File: src/rtl/ppp_block_sequencer_pkg.sv
// Shared parameters and state encoding for the PosMap PLB block sequencer.
package ppp_block_sequencer_pkg;

   localparam int PPP_LEAF_WIDTH    = 32;
   localparam int PPP_LEAF_IN_BLOCK = 8;

   typedef enum logic [2:0] {
      IDLE     = 3'd0,
      EV_WAIT  = 3'd1,
      EV_READ  = 3'd2,
      EV_DRAIN = 3'd3,
      RF_WRITE = 3'd4
   } seq_state_t;

endpackage

File: src/rtl/ppp_block_sequencer_count_alarm.sv
// Leaf index counter: counts enabled cycles modulo Threshold and flags the last one.
module ppp_block_sequencer_count_alarm #(
   parameter int Threshold  = 8,
   parameter int CountWidth = $clog2(Threshold)
) (
   input  logic                  Clock,
   input  logic                  Reset,
   input  logic                  Clear,
   input  logic                  Enable,
   output logic [CountWidth-1:0] Count,
   output logic                  Done
);

   assign Done = Enable && (Count == CountWidth'(Threshold - 1));

   // Index register: cleared by reset or Clear, wraps after the Threshold-th step.
   always_ff @(posedge Clock) begin
      if (!Reset) begin
         Count <= '0;
      end else if (Clear) begin
         Count <= '0;
      end else if (Enable) begin
         if (Done) begin
            Count <= '0;
         end else begin
            Count <= Count + {{(CountWidth-1){1'b0}}, 1'b1};
         end
      end else begin
         Count <= Count;
      end
   end

endmodule

File: src/rtl/ppp_block_sequencer.sv
// Moves one PosMap block between a PLB line and the UORAM datapath: evict
// reads a line out as a gap-free burst, refill writes a streamed line back.
module ppp_block_sequencer
   import ppp_block_sequencer_pkg::*;
#(
   parameter int LeafWidth   = PPP_LEAF_WIDTH,
   parameter int LeafInBlock = PPP_LEAF_IN_BLOCK,
   parameter int SlotWidth   = 4
) (
   input  logic                                     Clock,
   input  logic                                     Reset,
   input  logic                                     EvictCmdValid,
   output logic                                     EvictCmdReady,
   input  logic [SlotWidth-1:0]                     EvictSlot,
   input  logic                                     RefillCmdValid,
   output logic                                     RefillCmdReady,
   input  logic [SlotWidth-1:0]                     RefillSlot,
   output logic [SlotWidth+$clog2(LeafInBlock)-1:0] RAMAddr,
   output logic                                     RAMRdEn,
   input  logic [LeafWidth-1:0]                     RAMRdData,
   output logic                                     RAMWrEn,
   output logic [LeafWidth-1:0]                     RAMWrData,
   input  logic                                     PPPEvictDataEmpty,
   output logic                                     PPPEvictDataValid,
   output logic [LeafWidth-1:0]                     PPPEvictData,
   input  logic                                     PPPRefillDataValid,
   output logic                                     PPPRefillDataReady,
   input  logic [LeafWidth-1:0]                     PPPRefillData,
   output logic                                     Busy,
   output logic                                     EvictDone,
   output logic                                     RefillDone
);

   localparam int IdxWidth = $clog2(LeafInBlock);

   seq_state_t           state;
   logic [SlotWidth-1:0] slot;
   logic [IdxWidth-1:0]  idx;
   logic                 idx_done;
   logic                 rd_valid;
   logic                 evict_fire;
   logic                 refill_fire;
   logic                 refill_hs;
   logic                 count_en;

   // Evict wins a tie, so refill is only offered when no evict is pending.
   assign evict_fire  = (state == IDLE) && EvictCmdValid;
   assign refill_fire = (state == IDLE) && RefillCmdValid && !EvictCmdValid;
   assign refill_hs   = (state == RF_WRITE) && PPPRefillDataValid;
   assign count_en    = (state == EV_READ) || refill_hs;

   ppp_block_sequencer_count_alarm #(
      .Threshold (LeafInBlock)
   ) u_idx (
      .Clock  (Clock),
      .Reset  (Reset),
      .Clear  (state == IDLE),
      .Enable (count_en),
      .Count  (idx),
      .Done   (idx_done)
   );

   assign EvictCmdReady      = (state == IDLE);
   assign RefillCmdReady     = (state == IDLE) && !EvictCmdValid;
   assign Busy               = (state != IDLE);
   assign EvictDone          = (state == EV_DRAIN);
   assign RefillDone         = refill_hs && idx_done;
   assign RAMAddr            = {slot, idx};
   assign RAMRdEn            = (state == EV_READ);
   assign RAMWrEn            = refill_hs;
   assign RAMWrData          = refill_hs ? PPPRefillData : {LeafWidth{1'b0}};
   assign PPPRefillDataReady = (state == RF_WRITE);
   assign PPPEvictDataValid  = rd_valid;
   assign PPPEvictData       = rd_valid ? RAMRdData : {LeafWidth{1'b0}};

   // Sequencer state, latched slot and the read-valid delay matching RAM latency.
   always_ff @(posedge Clock) begin
      if (!Reset) begin
         state    <= IDLE;
         slot     <= '0;
         rd_valid <= 1'b0;
      end else begin
         rd_valid <= (state == EV_READ);
         case (state)
            IDLE: begin
               if (evict_fire) begin
                  slot  <= EvictSlot;
                  state <= EV_WAIT;
               end else if (refill_fire) begin
                  slot  <= RefillSlot;
                  state <= RF_WRITE;
               end else begin
                  state <= IDLE;
               end
            end
            EV_WAIT: begin
               if (PPPEvictDataEmpty) begin
                  state <= EV_READ;
               end else begin
                  state <= EV_WAIT;
               end
            end
            EV_READ: begin
               if (idx_done) begin
                  state <= EV_DRAIN;
               end else begin
                  state <= EV_READ;
               end
            end
            EV_DRAIN: begin
               state <= IDLE;
            end
            RF_WRITE: begin
               if (refill_hs && idx_done) begin
                  state <= IDLE;
               end else begin
                  state <= RF_WRITE;
               end
            end
            default: begin
               state <= IDLE;
            end
         endcase
      end
   end

endmodule
File: config.mk
export PLATFORM = sky130hd
export DESIGN_NAME = ppp_block_sequencer
export DESIGN_NICKNAME = d
export VERILOG_FILES = /design/src/rtl/ppp_block_sequencer_pkg.sv /design/src/rtl/ppp_block_sequencer_count_alarm.sv /design/src/rtl/ppp_block_sequencer.sv
export SDC_FILE = /design/constraint.sdc
export NUM_CORES = 1
export LEC_CHECK = 0
export ABC_AREA = 0
export ABC_CLOCK_PERIOD_IN_PS = 2300
export CAP_MARGIN = 10
export CELL_PAD_IN_SITES_DETAIL_PLACEMENT = 0
export CELL_PAD_IN_SITES_GLOBAL_PLACEMENT = 2
export CORE_ASPECT_RATIO = 1.2
export CORE_MARGIN = 2
export CORE_UTILIZATION = 11
export DETAILED_ROUTE_END_ITERATION = 8
export PLACE_DENSITY = 0.86
export SLEW_MARGIN = 10
export SYNTH_ARGS = -nofsm -noshare
export SYNTH_HDL_FRONTEND = slang
export SYNTH_SLANG_ARGS = --single-unit
export TNS_END_PERCENT = 1
File: constraint.sdc
create_clock -name Clock -period 2.3 [get_ports Clock]
set_input_delay 0.46 -clock Clock [delete_from_list [all_inputs] [get_ports Clock]]
set_output_delay 0.46 -clock Clock [all_outputs]
set_load 0.02 [all_outputs]
Word level (Yosys, flattened, before mapping)
Cells that the tools add are included.
Word-level totals
  register bits after elaboration: 11
  bits in latches: 0
  memories: 0
  output and inout bits: 80
  memory bits (read-only): 0
  RAM bits: 0
  logic and storage cells: 36
Cells by class
  reductions and logical operators: 14
  multiplexer cells: 11
  divide/modulo/power cells: 0
  add/subtract/negate cells: 1
  multipliers: 0
  bitwise logic cells: 1
  equality and inequality tests: 5
  $lt $le $gt $ge: 0
  shift-type cells: 0
Operators by type and width (number)
  $mux 32: 2
  $mux 3: 4
  $pmux 3 s4: 1
  $mux 4: 2
  $logic_and 1x1->1: 7
  $eq 3x2->1 const B: 2
  $eq 3x3->1 const B: 2
  $add 3x1->3 const B: 1
  $eq 3x1->1 const B: 1
  $logic_not 3->1: 1
  $reduce_bool 3->1: 1
  $mux 2: 1
  $reduce_and 2->1: 1
  $reduce_bool 2->1: 1
  $reduce_or 2->1: 1
  $logic_not 1->1: 1
  $logic_or 1x1->1: 1
  $mux 1: 1
  $not 1->1: 1

Longest topological paths before layout
  depth in word-level cells: 7
  gate-level depth with buffers: 6

By module
A second synthesis with hierarchy kept.
Second synthesis, totals
  cell total of the unflattened synthesis: 134
  area total of the unflattened synthesis: 1093.5 um^2
By module, submodules not included
  ppp_block_sequencer: cells each 119, area each 939.7 um^2, instances 1
  ppp_block_sequencer_count_alarm: cells each 15, area each 153.9 um^2, instances 1

Worst setup path after synthesis
OpenSTA, ideal clock, no wires.
  kind: reg2out
  start: register state[0]
  end: output port RefillCmdReady
  data arrival time: 1239 ps
  stages on the path, launching flop included: 6
  setup slack: 601 ps
  cells stage by stage: dfxtp_1 -> buf_4 -> nor3_4 -> inv_2 -> buf_6 -> nor2_1
On the way
  cells in the longest elaborated chain, start to end: 2
RTL lines
  from (decl): RTL line ppp_block_sequencer.sv:36  | seq_state_t state;
  from (signal assigned): RTL line ppp_block_sequencer.sv:79  | state <= IDLE;
  from (signal assigned): RTL line ppp_block_sequencer.sv:88  | state <= EV_WAIT;
  from (signal assigned): RTL line ppp_block_sequencer.sv:91  | state <= RF_WRITE;
  $logic_not 3->1
  via EvictCmdReady: RTL line ppp_block_sequencer.sv:13  | output logic EvictCmdReady,
  $logic_and 1x1->1: RTL line ppp_block_sequencer.sv:64  | assign RefillCmdReady = (state == IDLE) && !EvictCmdValid;
  to (decl): RTL line ppp_block_sequencer.sv:16  | output logic RefillCmdReady,
The timed path passes the listed nets, and every way through them passes these cells.

Worst setup path after layout
  start: input port PPPRefillDataValid
  end: output port RAMWrEn
On the way
  cells in the longest elaborated chain, start to end: 1
RTL lines
  from (decl): RTL line ppp_block_sequencer.sv:26  | input logic PPPRefillDataValid,
  $logic_and 1x1->1: RTL line ppp_block_sequencer.sv:49  | assign refill_hs = (state == RF_WRITE) && PPPRefillDataValid;
  to (decl): RTL line ppp_block_sequencer.sv:21  | output logic RAMWrEn,
No other way between the ends.

==> flow_metrics.py <==
metrics = {
    "outcome": {
        "status": "complete, no violations",
    },
    "power_and_ir_drop": {
        "switching_share": 0.2639,
        "vdd_drop_max_uv": 378.9,
        "pwr-share-comb": 0.408,
        "switchingPower_w": 0.0002350,
        "power.total_w": 0.0008903,
        "power_density_mw_per_mm2": 327.6,
        "clkPwrFrac": 0.352,
        "seq_power_share": 0.240,
        "p_leak_nw": 1.181,
        "intPower_w": 0.0006553,
    },
    "layout": {
        "multiInputGateArea_um2": 759.5,
        "n_fill_cell": 1031,
        "seqCellArea_um2": 220.2,
        "final_nets": 380,
        "area_growth_pct": 149.7,
        "drive_gt1_frac": 0.1773,
    },
    "floorplan": {
        "fp-row-count": 39,
        "start_util": 0.1138,
        "dieHeight_um": 113.0,
        "die-area_mm2": 0.01071,
        "core_mm2": 0.009564,
        "io_pins": 158,
        "fp.dieW_um": 94.81,
    },
    "clock_tree": {
        "clk_latency_ns": 0.23,
        "cts_max_level": 1,
        "cts_hold_buf": 0,
        "clk_pin_slew_worst_paths_ns": 0.04,
        "cts_tree": "yes",
        "cts_buffers": 3,
        "cts_root_buffer": "clkbuf_16",
        "clockBufferDepth": 2,
        "cts.sinks": 11,
    },
    "timing": {
        "fin_crit_sh": 0.9559,
        "hold_viol_final": 0,
        "fmax_mhz": 454.8,
        "setup_viol": 0,
        "worstMarginPinSlew_ns": 0.4163,
        "finClkSkew_ns": 0.0004168,
        "rsz0062_at_grt": "no",
        "maxSlewViolCount": 0,
        "fin_worst_hold_slack_ns": 0.4922,
        "fin_crit_ns": 2.199,
        "setup_ws_ns": 0.1014,
        "slew_headroom": 0.7216,
    },
    "route": {
        "vias_per_cell": 3.619,
        "drc": 0,
        "dr_total_vias": 1531,
        "drt_iter0_drc": 26,
        "route.antenna.remaining_nets": 0,
        "firstDrtPassIters": 4,
        "wirelength_um": 5050,
        "wire_per_inst_um": 11.94,
    },
    "global_routing": {
        "grt_util_all_layers": 0.08348,
        "grt_pass1_vias": 1457,
        "grt_antenna_before_repair": 1,
        "grt_max_degree": 34,
        "grt_remaining_overflow": 0,
        "grt_pass1_wl_um": 7251,
    },
    "logic_synthesis": {
        "yosys.area.top_type_share": 0.3793,
        "synth_nets": 222,
        "synth_seq_area_share": 0.2023,
        "yosysWarnings": 0,
        "yosysUniqueCellTypes": 27,
        "synth_edf_count": 0,
        "syn_inst": 142,
        "postSynth.asyncResetShare": 0,
        "synthesis.area_mm2": 0.001089,
        "synth_area_leaders": "and2_1 (38%), dfxtp_1 (20%), buf_6 (6.2%)",
        "ys.flop_type": "dfxtp_1",
        "yosys.area.top_type": "and2_1",
        "avgSynthCellArea_um2": 7.666,
        "ys_ff_latch": 11,
    },
    "worst_setup_path": {
        "cp.required_ns": 1.84,
        "worstPathMaxFanout": 33,
        "end_kind": "output port",
        "crit_type": "in -> out",
        "start_kind": "primary input",
        "arrival_ns": 1.74,
    },
    "placed_design": {
        "io_buffers": 157,
        "place.gp.congestion": 0.7634,
        "hpwl_um": 4258,
        "post-place-ws_ns": -0.3285,
    },
    "hold_path": {
        "hp-class": "reg -> reg",
    },
    "job": {
        "cap_violations": 0,
    },
}
-- through the flow --
step	cell area, um^2	setup TNS (ns)	utilization	instances
after floorplan	1089	0	-	142
after global placement	2791	-9.713	0.2919	418
after detailed placement	2791	-10.12	0.2919	418
after CTS	2895	0	0.3027	422
after global routing	2715	0	0.2839	422
final	2718	0	0.2841	423
-- layer usage --
metal  track usage  vias to the layer above  wire [um]
met1       0.08648                      672       1851
met5             0                        -          0
met3       0.03196                        2        613
li1              -                      773          -
met4      0.008696                        0         15
met2        0.1612                       84       2569
-- placed cells by master, fill, tap and decap left out, drive strengths merged, types with 2 or more instances in the layout --
cell type	Yosys	final
nor3b	4	4
a21oi	6	6
o221a	4	4
clkbuf	4	14
nand3	3	3
and2	66	66
dlygate4sd2	0	2
clkdlybuf4s50	0	122
dfxtp	11	11
inv	5	5
nor2	10	10
ha	2	2
buf	8	30
nand2b	4	4
mux2i	3	3
nand2	4	4
-- worst max-delay path: stages --
cell and delay [ns]:
clkdlybuf4s50_1 0.49, and4bb_4 0.28, buf_12 0.16, dlygate4sd2_1 0.35
-- flip-flops by register name, indices dropped and copies added, names as in the netlist --
signal,flops
PPPEvictDataValid,1
slot,4
u_idx.Count,3
state,3
-- final timing paths --
kind | start | endpoint | slack [ns] | depth (start not counted)
worst max register to register | u_idx.Count[0] | state[0] | 0.89 | 6
worst min register to register | u_idx.Count[1] | u_idx.Count[1] | 0.49 | 2
worst min-delay path | u_idx.Count[1] | u_idx.Count[1] | 0.49 | 2
worst max-delay path | PPPRefillDataValid | RAMWrEn | 0.10 | 4
-- cells in the mapped netlist (2+ instances only) --
library cell / n
and2_1: 66
dfxtp_1: 11
nor2_1: 8
a21oi_1: 6
buf_6: 6
clkbuf_1: 4
inv_1: 4
nand2_1: 4
nand2b_1: 4
nor3b_1: 4
mux2i_1: 3
nand3_1: 3
o221a_2: 3
ha_1: 2
nor2_2: 2
-- power by group through the flow --
stage / sequential [W] / clock, W / combinational, W
finish: 0.000214 / 0.000313 / 0.000364
CTS: 0.000214 / 0.000316 / 0.000376
global route: 0.000215 / 0.000326 / 0.000391
detailed placement: 0.000217 / 0 / 0.000379
floorplan: 0.000228 / 0 / 0.000145
global placement: 0.000218 / 0 / 0.000378
-- timing repair --
action                     in CTS  in global routing
setup endpoints to repair      34                 34
setup buffers                   0                  0
gates resized for setup        88                 34
-- kinds of logic after synthesis --
group	synth area share
and+or+nand+nor	0.5414
buffers and inverters	0.1046
AOI/OAI and AO/OA	0.09081
DFF	0.2023
muxes	0.03793
adders and majority gates	0.02298
-- cell type report --
class	count	area share
timing repair buffer	165	0.5460
multi-input combinational	114	0.2795
sequential	11	0.08103
tap	123	0.05663
clock buffer	4	0.02901
inverter	5	0.006906
antenna	1	0.0009208
Note: power is estimated with default switching activity, not from simulation.
